===== src/rtl/sprite_loader_pkg.sv =====
// Shared types and constants for the sprite RAM loader.
// State encoding, sprite selector values and per-sprite RAM depths.
package sprite_loader_pkg;

    localparam int TOTAL_W     = 24;
    localparam int NUM_SPRITES = 7;

    typedef enum logic [3:0] {
        S_SEL,
        S_FRAMES,
        S_WIDTH,
        S_HEIGHT,
        S_CALC,
        S_DATA,
        S_DRAIN,
        S_CSUM,
        S_DONE
    } loader_state_t;

    typedef enum logic [2:0] {
        SEL_FORWARD  = 3'd0,
        SEL_BACKWARD = 3'd1,
        SEL_STAND    = 3'd2,
        SEL_ATTACK   = 3'd3,
        SEL_DEFENSE  = 3'd4,
        SEL_HURT     = 3'd5,
        SEL_DIE      = 3'd6
    } sprite_sel_t;

    // Pixel capacity of each sprite RAM, indexed by sprite_sel_t.
    localparam logic [TOTAL_W-1:0] DEPTH [NUM_SPRITES] = '{
        24'd17680, 24'd16695, 24'd16893, 24'd15000, 24'd2244, 24'd9870, 24'd24115
    };

    function automatic logic [TOTAL_W-1:0] depth_of(input logic [2:0] sel);
        logic [TOTAL_W-1:0] depth;
        depth = '0;
        if (sel < 3'(NUM_SPRITES)) begin
            depth = DEPTH[sel];
        end
        return depth;
    endfunction

endpackage


===== src/rtl/sprite_ram_loader.sv =====
// Streams sprite records (sel, frames, width, height, pixels) into one of seven sprite RAMs.
// Define LOADER_CHECKSUM_EN to expect a trailing mod-256 checksum byte on every nonempty record.
module sprite_ram_loader
    import sprite_loader_pkg::*;
#(
    parameter int ADDR_W = 19,
    parameter int DATA_W = 8
) (
    input  logic              clk,
    input  logic              rst_n,
    input  logic [DATA_W-1:0] in_data,
    input  logic              in_valid,
    output logic              in_ready,
    output logic              wr_en,
    output logic [2:0]        wr_sel,
    output logic [ADDR_W-1:0] wr_addr,
    output logic [DATA_W-1:0] wr_data,
    output logic              busy,
    output logic              done,
    output logic              err
);

`ifdef LOADER_CHECKSUM_EN
    localparam loader_state_t AFTER_PAYLOAD = S_CSUM;
`else
    localparam loader_state_t AFTER_PAYLOAD = S_DONE;
`endif

    loader_state_t state_q, state_d;

    logic                 live_q;
    logic [DATA_W-1:0]    sel_q;
    logic [DATA_W-1:0]    frames_q;
    logic [DATA_W-1:0]    width_q;
    logic [DATA_W-1:0]    height_q;
    logic [TOTAL_W-1:0]   total_q;
    logic [TOTAL_W-1:0]   cnt_q;
    logic                 reject_q;
    logic                 wr_en_q;
    logic [2:0]           wr_sel_q;
    logic [ADDR_W-1:0]    wr_addr_q;
    logic [DATA_W-1:0]    wr_data_q;
    logic                 csum_bad;

`ifdef LOADER_CHECKSUM_EN
    logic [DATA_W-1:0]    csum_q;
    logic                 csum_bad_q;
    assign csum_bad = csum_bad_q;
`else
    assign csum_bad = 1'b0;
`endif

    logic                 accept;
    logic                 last_byte;
    logic                 sel_ok;
    logic                 record_ok;
    logic [TOTAL_W-1:0]   total_calc;

    assign total_calc = TOTAL_W'(frames_q) * TOTAL_W'(width_q) * TOTAL_W'(height_q);
    assign sel_ok     = (sel_q <= DATA_W'(NUM_SPRITES - 1));
    assign record_ok  = sel_ok && (total_calc != '0) && (total_calc <= depth_of(sel_q[2:0]));
    assign last_byte  = (cnt_q == total_q - TOTAL_W'(1));
    assign accept     = in_valid && in_ready;

    // live_q keeps in_ready low until the first edge after reset release.
    always_comb begin
        in_ready = 1'b0;
        if (live_q) begin
            case (state_q)
                S_SEL, S_FRAMES, S_WIDTH, S_HEIGHT, S_DATA, S_DRAIN, S_CSUM: in_ready = 1'b1;
                default:                                                     in_ready = 1'b0;
            endcase
        end
    end

    assign busy    = (state_q != S_SEL);
    assign done    = (state_q == S_DONE);
    assign err     = done && (reject_q || csum_bad);
    assign wr_en   = wr_en_q;
    assign wr_sel  = wr_sel_q;
    assign wr_addr = wr_addr_q;
    assign wr_data = wr_data_q;

    always_ff @(posedge clk or negedge rst_n) begin
        if (!rst_n) begin
            state_q <= S_SEL;
        end else begin
            state_q <= state_d;
        end
    end

    always_comb begin
        state_d = state_q;
        case (state_q)
            S_SEL:    if (accept) state_d = S_FRAMES;
            S_FRAMES: if (accept) state_d = S_WIDTH;
            S_WIDTH:  if (accept) state_d = S_HEIGHT;
            S_HEIGHT: if (accept) state_d = S_CALC;
            S_CALC: begin
                if (record_ok) begin
                    state_d = S_DATA;
                end else if (total_calc != '0) begin
                    state_d = S_DRAIN;
                end else begin
                    state_d = S_DONE;
                end
            end
            S_DATA, S_DRAIN: if (accept && last_byte) state_d = AFTER_PAYLOAD;
`ifdef LOADER_CHECKSUM_EN
            S_CSUM:   if (accept) state_d = S_DONE;
`endif
            S_DONE:   state_d = S_SEL;
            default:  state_d = S_SEL;
        endcase
    end

    // Header capture, payload counting and the one-cycle-late RAM write port.
    always_ff @(posedge clk or negedge rst_n) begin
        if (!rst_n) begin
            live_q    <= 1'b0;
            sel_q     <= '0;
            frames_q  <= '0;
            width_q   <= '0;
            height_q  <= '0;
            total_q   <= '0;
            cnt_q     <= '0;
            reject_q  <= 1'b0;
            wr_en_q   <= 1'b0;
            wr_sel_q  <= '0;
            wr_addr_q <= '0;
            wr_data_q <= '0;
        end else begin
            live_q  <= 1'b1;
            wr_en_q <= 1'b0;
            case (state_q)
                S_SEL: begin
                    if (accept) begin
                        sel_q    <= in_data;
                        wr_sel_q <= in_data[2:0];
                    end
                end
                S_FRAMES: if (accept) frames_q <= in_data;
                S_WIDTH:  if (accept) width_q  <= in_data;
                S_HEIGHT: if (accept) height_q <= in_data;
                S_CALC: begin
                    total_q  <= total_calc;
                    reject_q <= !record_ok;
                    cnt_q    <= '0;
                end
                S_DATA, S_DRAIN: begin
                    if (accept) begin
                        cnt_q <= last_byte ? '0 : cnt_q + TOTAL_W'(1);
                        if (state_q == S_DATA) begin
                            wr_en_q   <= 1'b1;
                            wr_addr_q <= ADDR_W'(cnt_q);
                            wr_data_q <= in_data;
                        end
                    end
                end
                default: ;
            endcase
        end
    end

`ifdef LOADER_CHECKSUM_EN
    // Running payload sum, restarted per record, compared with the trailing byte.
    always_ff @(posedge clk or negedge rst_n) begin
        if (!rst_n) begin
            csum_q     <= '0;
            csum_bad_q <= 1'b0;
        end else begin
            case (state_q)
                S_CALC: begin
                    csum_q     <= '0;
                    csum_bad_q <= 1'b0;
                end
                S_DATA, S_DRAIN: if (accept) csum_q <= csum_q + in_data;
                S_CSUM:          if (accept) csum_bad_q <= (in_data != csum_q);
                default: ;
            endcase
        end
    end
`endif

endmodule


===== config.mk =====
export PLATFORM = sky130hd
export DESIGN_NAME = sprite_ram_loader
export DESIGN_NICKNAME = d
export VERILOG_FILES = /design/src/rtl/sprite_loader_pkg.sv /design/src/rtl/sprite_ram_loader.sv
export SDC_FILE = /design/constraint.sdc
export NUM_CORES = 1
export LEC_CHECK = 0
export BUFFER_PORTS_ARGS = -buffer_cell sky130_fd_sc_hd__clkbuf_2
export CORE_ASPECT_RATIO = 1.2
export CORE_MARGIN = 2
export CORE_UTILIZATION = 47
export CTS_BUF_LIST = sky130_fd_sc_hd__clkbuf_2
export DETAILED_ROUTE_END_ITERATION = 12
export PLACE_DENSITY = 0.66
export SYNTH_ARGS = -nofsm -noshare
export SYNTH_HDL_FRONTEND = slang
export SYNTH_SLANG_ARGS = --single-unit

===== constraint.sdc =====
create_clock -name clk -period 10.8 [get_ports clk]
set_clock_uncertainty 0.05 [all_clocks]
set_input_delay 0 -clock clk [delete_from_list [all_inputs] [get_ports clk]]
set_output_delay 0 -clock clk [all_outputs]
set_load 0.005 [all_outputs]

## Word-level counts from Yosys, hierarchy flattened

Memory sizes are Yosys's and may differ from the RTL's.
Cells that the tools add are included.

| operators by class | value |
|---|---|
| reductions and logical operators | 19 |
| bitwise logic cells | 1 |
| add/subtract/negate cells | 2 |
| multiplexer cells | 19 |
| equal/unequal tests | 15 |
| $lt $le $gt $ge | 4 |
| multiply operators | 2 |

Operators by type and width:

| kind | count |
|---|---|
| 2-to-1 mux 24 bit | 5 |
| case mux 24 bit (2 select lines) | 1 |
| 2-to-1 mux 4 bit | 7 |
| adder 24 x 1 -> 24 bit, second input constant | 1 |
| == test 24 bit | 1 |
| <= comparator 24 bit | 1 |
| multiplier 16 x 8 -> 24 bit | 1 |
| case mux 4 bit (6 select lines) | 1 |
| nonzero test 24 bit | 1 |
| subtractor 24 x 1 -> 24 bit, second input constant | 1 |
| == test 4 x 3 -> 1 bit, second input constant | 4 |
| multiplier 8 x 8 -> 16 bit | 1 |
| != test 2 bit, second input constant | 6 |
| AND reduction 2 bit | 5 |
| == test 4 x 2 -> 1 bit, second input constant | 2 |
| <= comparator 8 x 3 -> 1 bit, second input constant | 1 |
| OR reduction 7 bit | 1 |
| logical AND 1 bit | 5 |
| 2-to-1 mux 1 bit | 5 |
| AND reduction 5 bit | 1 |
| == test 4 x 1 -> 1 bit, second input constant | 1 |
| == test 4 bit, second input constant | 1 |
| >= comparator 4 bit, second input constant | 1 |
| logical NOT 4 bit | 1 |
| 7 further kinds | 7 |

| storage, ports and cells | value |
|---|---|
| output and inout port bits | 35 |
| memories kept | 1 |
| register bits | 117 |
| input port bits | 11 |
| bits in read-only memories | 192 |
| word-level logic and storage cells | 76 |

Memory list:

| memory | depth | bits a word | rd ports | clocked after memory_dff | wr ports | line | text |
|---|---|---|---|---|---|---|---|
| (no name shown) | 8 | 24 | 1 | 0 | 0 | sprite_loader_pkg.sv:39 | `depth = DEPTH[sel];` |

## Logic depth before layout (Yosys ltp)

| logic depth | value |
|---|---|
| depth in word-level cells | 9 |
| gate-level depth with buffers | 41 |
| gate-level depth less buffers | 38 |

## Least setup slack after synthesis

Ideal clock, no wire load.

| timing | value |
|---|---|
| path type | flip-flop to flip-flop |
| start point | register frames_q[0] |
| end point | register state_q[0] |
| path buffers | 2 |
| library setup time | 0.105 ns |
| slack | 1.649 ns |
| data required time | 10.645 ns |
| arrival time | 8.995 ns |
| stages on the path, launching flop included | 37 |
| period minus slack after synthesis | 9.151 ns |
| cells stage by stage | dfrtp_1 > clkbuf_1 > nand2_1 > fa_1 > inv_1 > fa_1 > ha_1 > inv_1 > fa_1 > inv_1 > ha_1 > nor2b_1 > o21ai_0 > a21boi_0 > o21ai_0 > a21boi_0 > o21ai_0 > a21oi_1 > o41ai_2 > mux2i_1 > fa_1 > inv_1 > fa_1 > fa_1 > fa_1 > inv_1 > ha_1 > clkbuf_1 > nand4_1 > nor2_1 > a2111oi_0 > o22ai_1 > xnor2_1 > nand3_1 > nor4_1 > a311oi_1 > nor4b_1 |

| on the way | value |
|---|---|
| word-level cells in the longest chain between the ends | 7 |
| elaborated cells on any way between the ends | 8 |
| those cells by class | mul (2); order compare (1); mux (2); reduce/logical (3) |

Ends and longest elaborated chain:

| element | line | text |
|---|---|---|
| from (decl) | sprite_ram_loader.sv:33 | `logic [DATA_W-1:0] frames_q;` |
| from (signal assigned) | sprite_ram_loader.sv:142 | `S_FRAMES: if (accept) frames_q <= in_data;` |
| multiplier 8 x 8 -> 16 bit * | sprite_ram_loader.sv:59 | `assign total_calc = TOTAL_W'(frames_q) * TOTAL_W'(width_q) * TOTAL_W'(height_q);` |
| multiplier 16 x 8 -> 24 bit * | sprite_ram_loader.sv:59 |  |
| parallel branches: the longest is 2 deep, another holds <= comparator 24 bit | n/a |  |
| logical AND 1 bit * | sprite_ram_loader.sv:61 | `assign record_ok = sel_ok && (total_calc != '0) && (total_calc <= depth_of(sel_q[2:0]));` |
| 2-to-1 mux 4 bit * | sprite_ram_loader.sv:100 | `if (record_ok) begin` |
| case mux 4 bit (6 select lines) * | sprite_ram_loader.sv:94 | `case (state_q)` |
| to (signal assigned) | sprite_ram_loader.sv:88 | `state_q <= state_d;` |
| to (decl) | sprite_ram_loader.sv:29 | `loader_state_t state_q, state_d;` |

Mark *: on every way between the ends.
A chain may end at the register's enable or synchronous reset.

## Worst setup path in the final report

| timing | value |
|---|---|
| start point | register frames_q[0] |
| end point | register state_q[0] |

| on the way | value |
|---|---|
| word-level cells in the longest chain between the ends | 7 |
| elaborated cells on any way between the ends | 8 |
| those cells by class | mul (2); order compare (1); mux (2); reduce/logical (3) |

Ends and longest elaborated chain:

| element | line | text |
|---|---|---|
| multiplier 8 x 8 -> 16 bit * | sprite_ram_loader.sv:59 |  |
| multiplier 16 x 8 -> 24 bit * | sprite_ram_loader.sv:59 |  |
| net total_calc[14] | sprite_ram_loader.sv:57 | `logic [TOTAL_W-1:0] total_calc;` |
| parallel branches: the longest is 2 deep, another holds <= comparator 24 bit | n/a |  |
| logical AND 1 bit * | sprite_ram_loader.sv:61 |  |
| 2-to-1 mux 4 bit * | sprite_ram_loader.sv:100 |  |
| case mux 4 bit (6 select lines) * | sprite_ram_loader.sv:94 |  |

Mark *: on every way through the listed nets, which the timed path passes.

==> qor.yml <==
status: "finished, final reports clean"
min_to: "wr_data[1]"
slew_viol_final: 0
synth.distinct_cells: 71
ios: 46
wirelength_mm: 30.40
crit_path_frequent_cell: "fa_1"
hold_depth: 4
multiInputGateArea_mm2: 0.009036
reg2reg_depth: 37
vias_per_cell: 5.610
antenna_found_initial: 1
yosysTopAreaCell: "dfrtp_1"
r2r_end: "state_q[0]"
syn_inst: 1441
holdCritStartpoint: "in_data[1]"
grt_util_all_layers_pct: 22.06
ys.flop_type: "dfrtp_1"
startpoint_type: "register"
utilization_pct: 50.73
portBuffers: 45
yosysMostFrequentCell: "nand2_1"
grt_pass1_vias: 10315
cts_hold_buf: 13
relSlewSlack_pct: 33.47
dieArea_mm2: 0.02860
tns_ns: 0
drtAntennaViolNets: 0
crit_path_max_fanout: 16
arrival_ns: 10.34
regArea_mm2: 0.002853
setup_viol: 0
ys_seq_elements: 114
fin_nets: 1696
drive_above_1_share_pct: 11.26
areaGrowthSynthToFinish_pct: 6.602
period_minus_slack_ns: 9.793
tightest_slew_ns: 0.9729
reg2reg_from: "frames_q[0]"
grt_pass1_wl_mm: 50.89
cp-end-kind: "register"
async_flop_share_pct: 100.0
seq_area_frac_synth_pct: 22.27
reg2reg_slack_ns: 1.01
post-route-period-util_pct: 90.68
yosys-top-cells-count: "nand2_1 (195), inv_1 (177), fa_1 (120)"
drc: 0
path_class: "reg -> reg"
timing.fmax_mhz: 102.1
rsz0062_at_grt: "false"
dp_hpwl_mm: 24.28
critPathMaxStageDelay_ns: 0.66
final.fill_count: 2527
worstPathRequired_ns: 11.35
rows: 66
synth.top_cell.area_share_pct: 22.27
holdCritPathClass: "in -> reg"
clockRootBuffer: "clkbuf_2"
synth_area_leaders: "dfrtp_1 (22%), fa_1 (19%), ha_1 (10%), mux2_2 (5.9%), nand2_1 (5.7%)"
die_h_um: 184.9
cts_buffers: 17
firstDrtPassIters: 6
cts_setup_buffers: 0
mappedNetlistNets: 1676
slowest_stage: "dfrtp_1"
vias: 10183
cts.path.max_buffers: 2
post_cts_resized: 0
grt_start_max_net_pins: 68
wire_per_inst_um: 16.75
htree_levels: 4
gp_congestion: 0.8861
hold_viol: 0
drtIter0Drc: 543
cts_tree: "yes"
yosysWarnings: 0
fp.dieW_um: 154.7
grt_overflow: 0
synth_edf_count: 0
cts_sinks: 114
coreArea_mm2: 0.02692
avgSynthCellArea_um2: 8.890
start_util_pct: 47.59
clkTransAtPathRegs_ns: 0.21
clk_latency_ns: 0.70
maxCapViolCount: 0
syn_area_mm2: 0.01281
==> layer usage <==
metal	vias to the layer above	share of wire, %	track usage [%]
met5	-	0	0
met4	0	4.2	9.630
met3	79	2.8	3.439
met2	225	52	40.23
met1	5022	41	25.67
li1	4857	-	-
==> cell type report <==
cell class,count,share of cell area [%]
Clock buffer,18,0.6596
Timing Repair Buffer,65,3.133
Antenna cell,1,0.01832
Multi-Input combinational cell,1085,66.17
Inverter,178,4.892
Tap cell,340,3.115
Clock inverter,14,1.127
Sequential cell,114,20.89
==> worst max-delay path: cells and delay by family, from the launching register on <==
| family | cells | cell delay [ns] |
|---|---|---|
| and+or+nand+nor | 11 | 2.11 |
| buffers and inverters | 4 | 0.19 |
| DFF | 1 | 0.66 |
| xor gates and xnor gates | 1 | 0.47 |
| AOI/OAI and AO/OA | 10 | 1.61 |
| adders and majority gates | 11 | 4.64 |
==> cells in the final DEF (no fill, tap or decap), drive strengths merged, types with 20 or more instances in the layout <==
cell and instances:
xnor2 35, and3 21, mux2 67, nand2 195
a21oi 35, a21o 20, nand3 36, inv 182
nor3 29, dfrtp 114, o21ai 76, ha 104
clkbuf 62, xor2 24, nor4 22, and2 81
nor2 47, fa 120
==> through the flow <==
step / setup WS [ns] / hold slack, ns / instance area (um2) / cells
detailed placement: 1.169 / -0.001688 / 13260 / 1769
global placement: 1.280 / -0.002876 / 13260 / 1769
floorplan: 1.649 / -0.3456 / 12810 / 1441
global route: 0.2428 / 0.01345 / 13660 / 1815
finish: 1.007 / 0.08874 / 13660 / 1815
CTS: 1.063 / 0.007109 / 13650 / 1814
==> sequential cells by signal, indices dropped and copies added (netlist names) <==
register  flops
width_q       8
state_q       4
frames_q      8
live_q        1
wr_data       8
wr_addr      19
sel_q         8
cnt_q        24
reject_q      1
wr_en         1
height_q      8
total_q      24
==> kinds of logic after synthesis <==
family	Yosys count	share of synthesized area (%)
multiplexers	85	7.296
AND/OR/NAND/NOR	509	20.00
other	1	0.02927
buffers and inverters	242	7.237
adder cells (fa/ha/maj)	225	28.99
flip-flops	114	22.27
AO/OA/AOI/OAI	206	10.15
XOR/XNOR	59	4.034
==> worst max-delay path by stage <==
| stage | start | end | slack [ns] | cells past startpoint |
|---|---|---|---|---|
| after CTS | frames_q[0] | state_q[0] | 1.06 | 33 |
| after detailed placement | frames_q[0] | state_q[0] | 1.17 | 33 |
| after floorplan | frames_q[0] | state_q[0] | 1.65 | 36 |
| after global routing | frames_q[2] | state_q[0] | 0.24 | 35 |
| after global placement | width_q[2] | state_q[0] | 1.28 | 35 |
| final | frames_q[0] | state_q[0] | 1.01 | 37 |
Power is not shown: default switching activity piles up to over one toggle a cycle in this logic, so the estimate is an artifact.
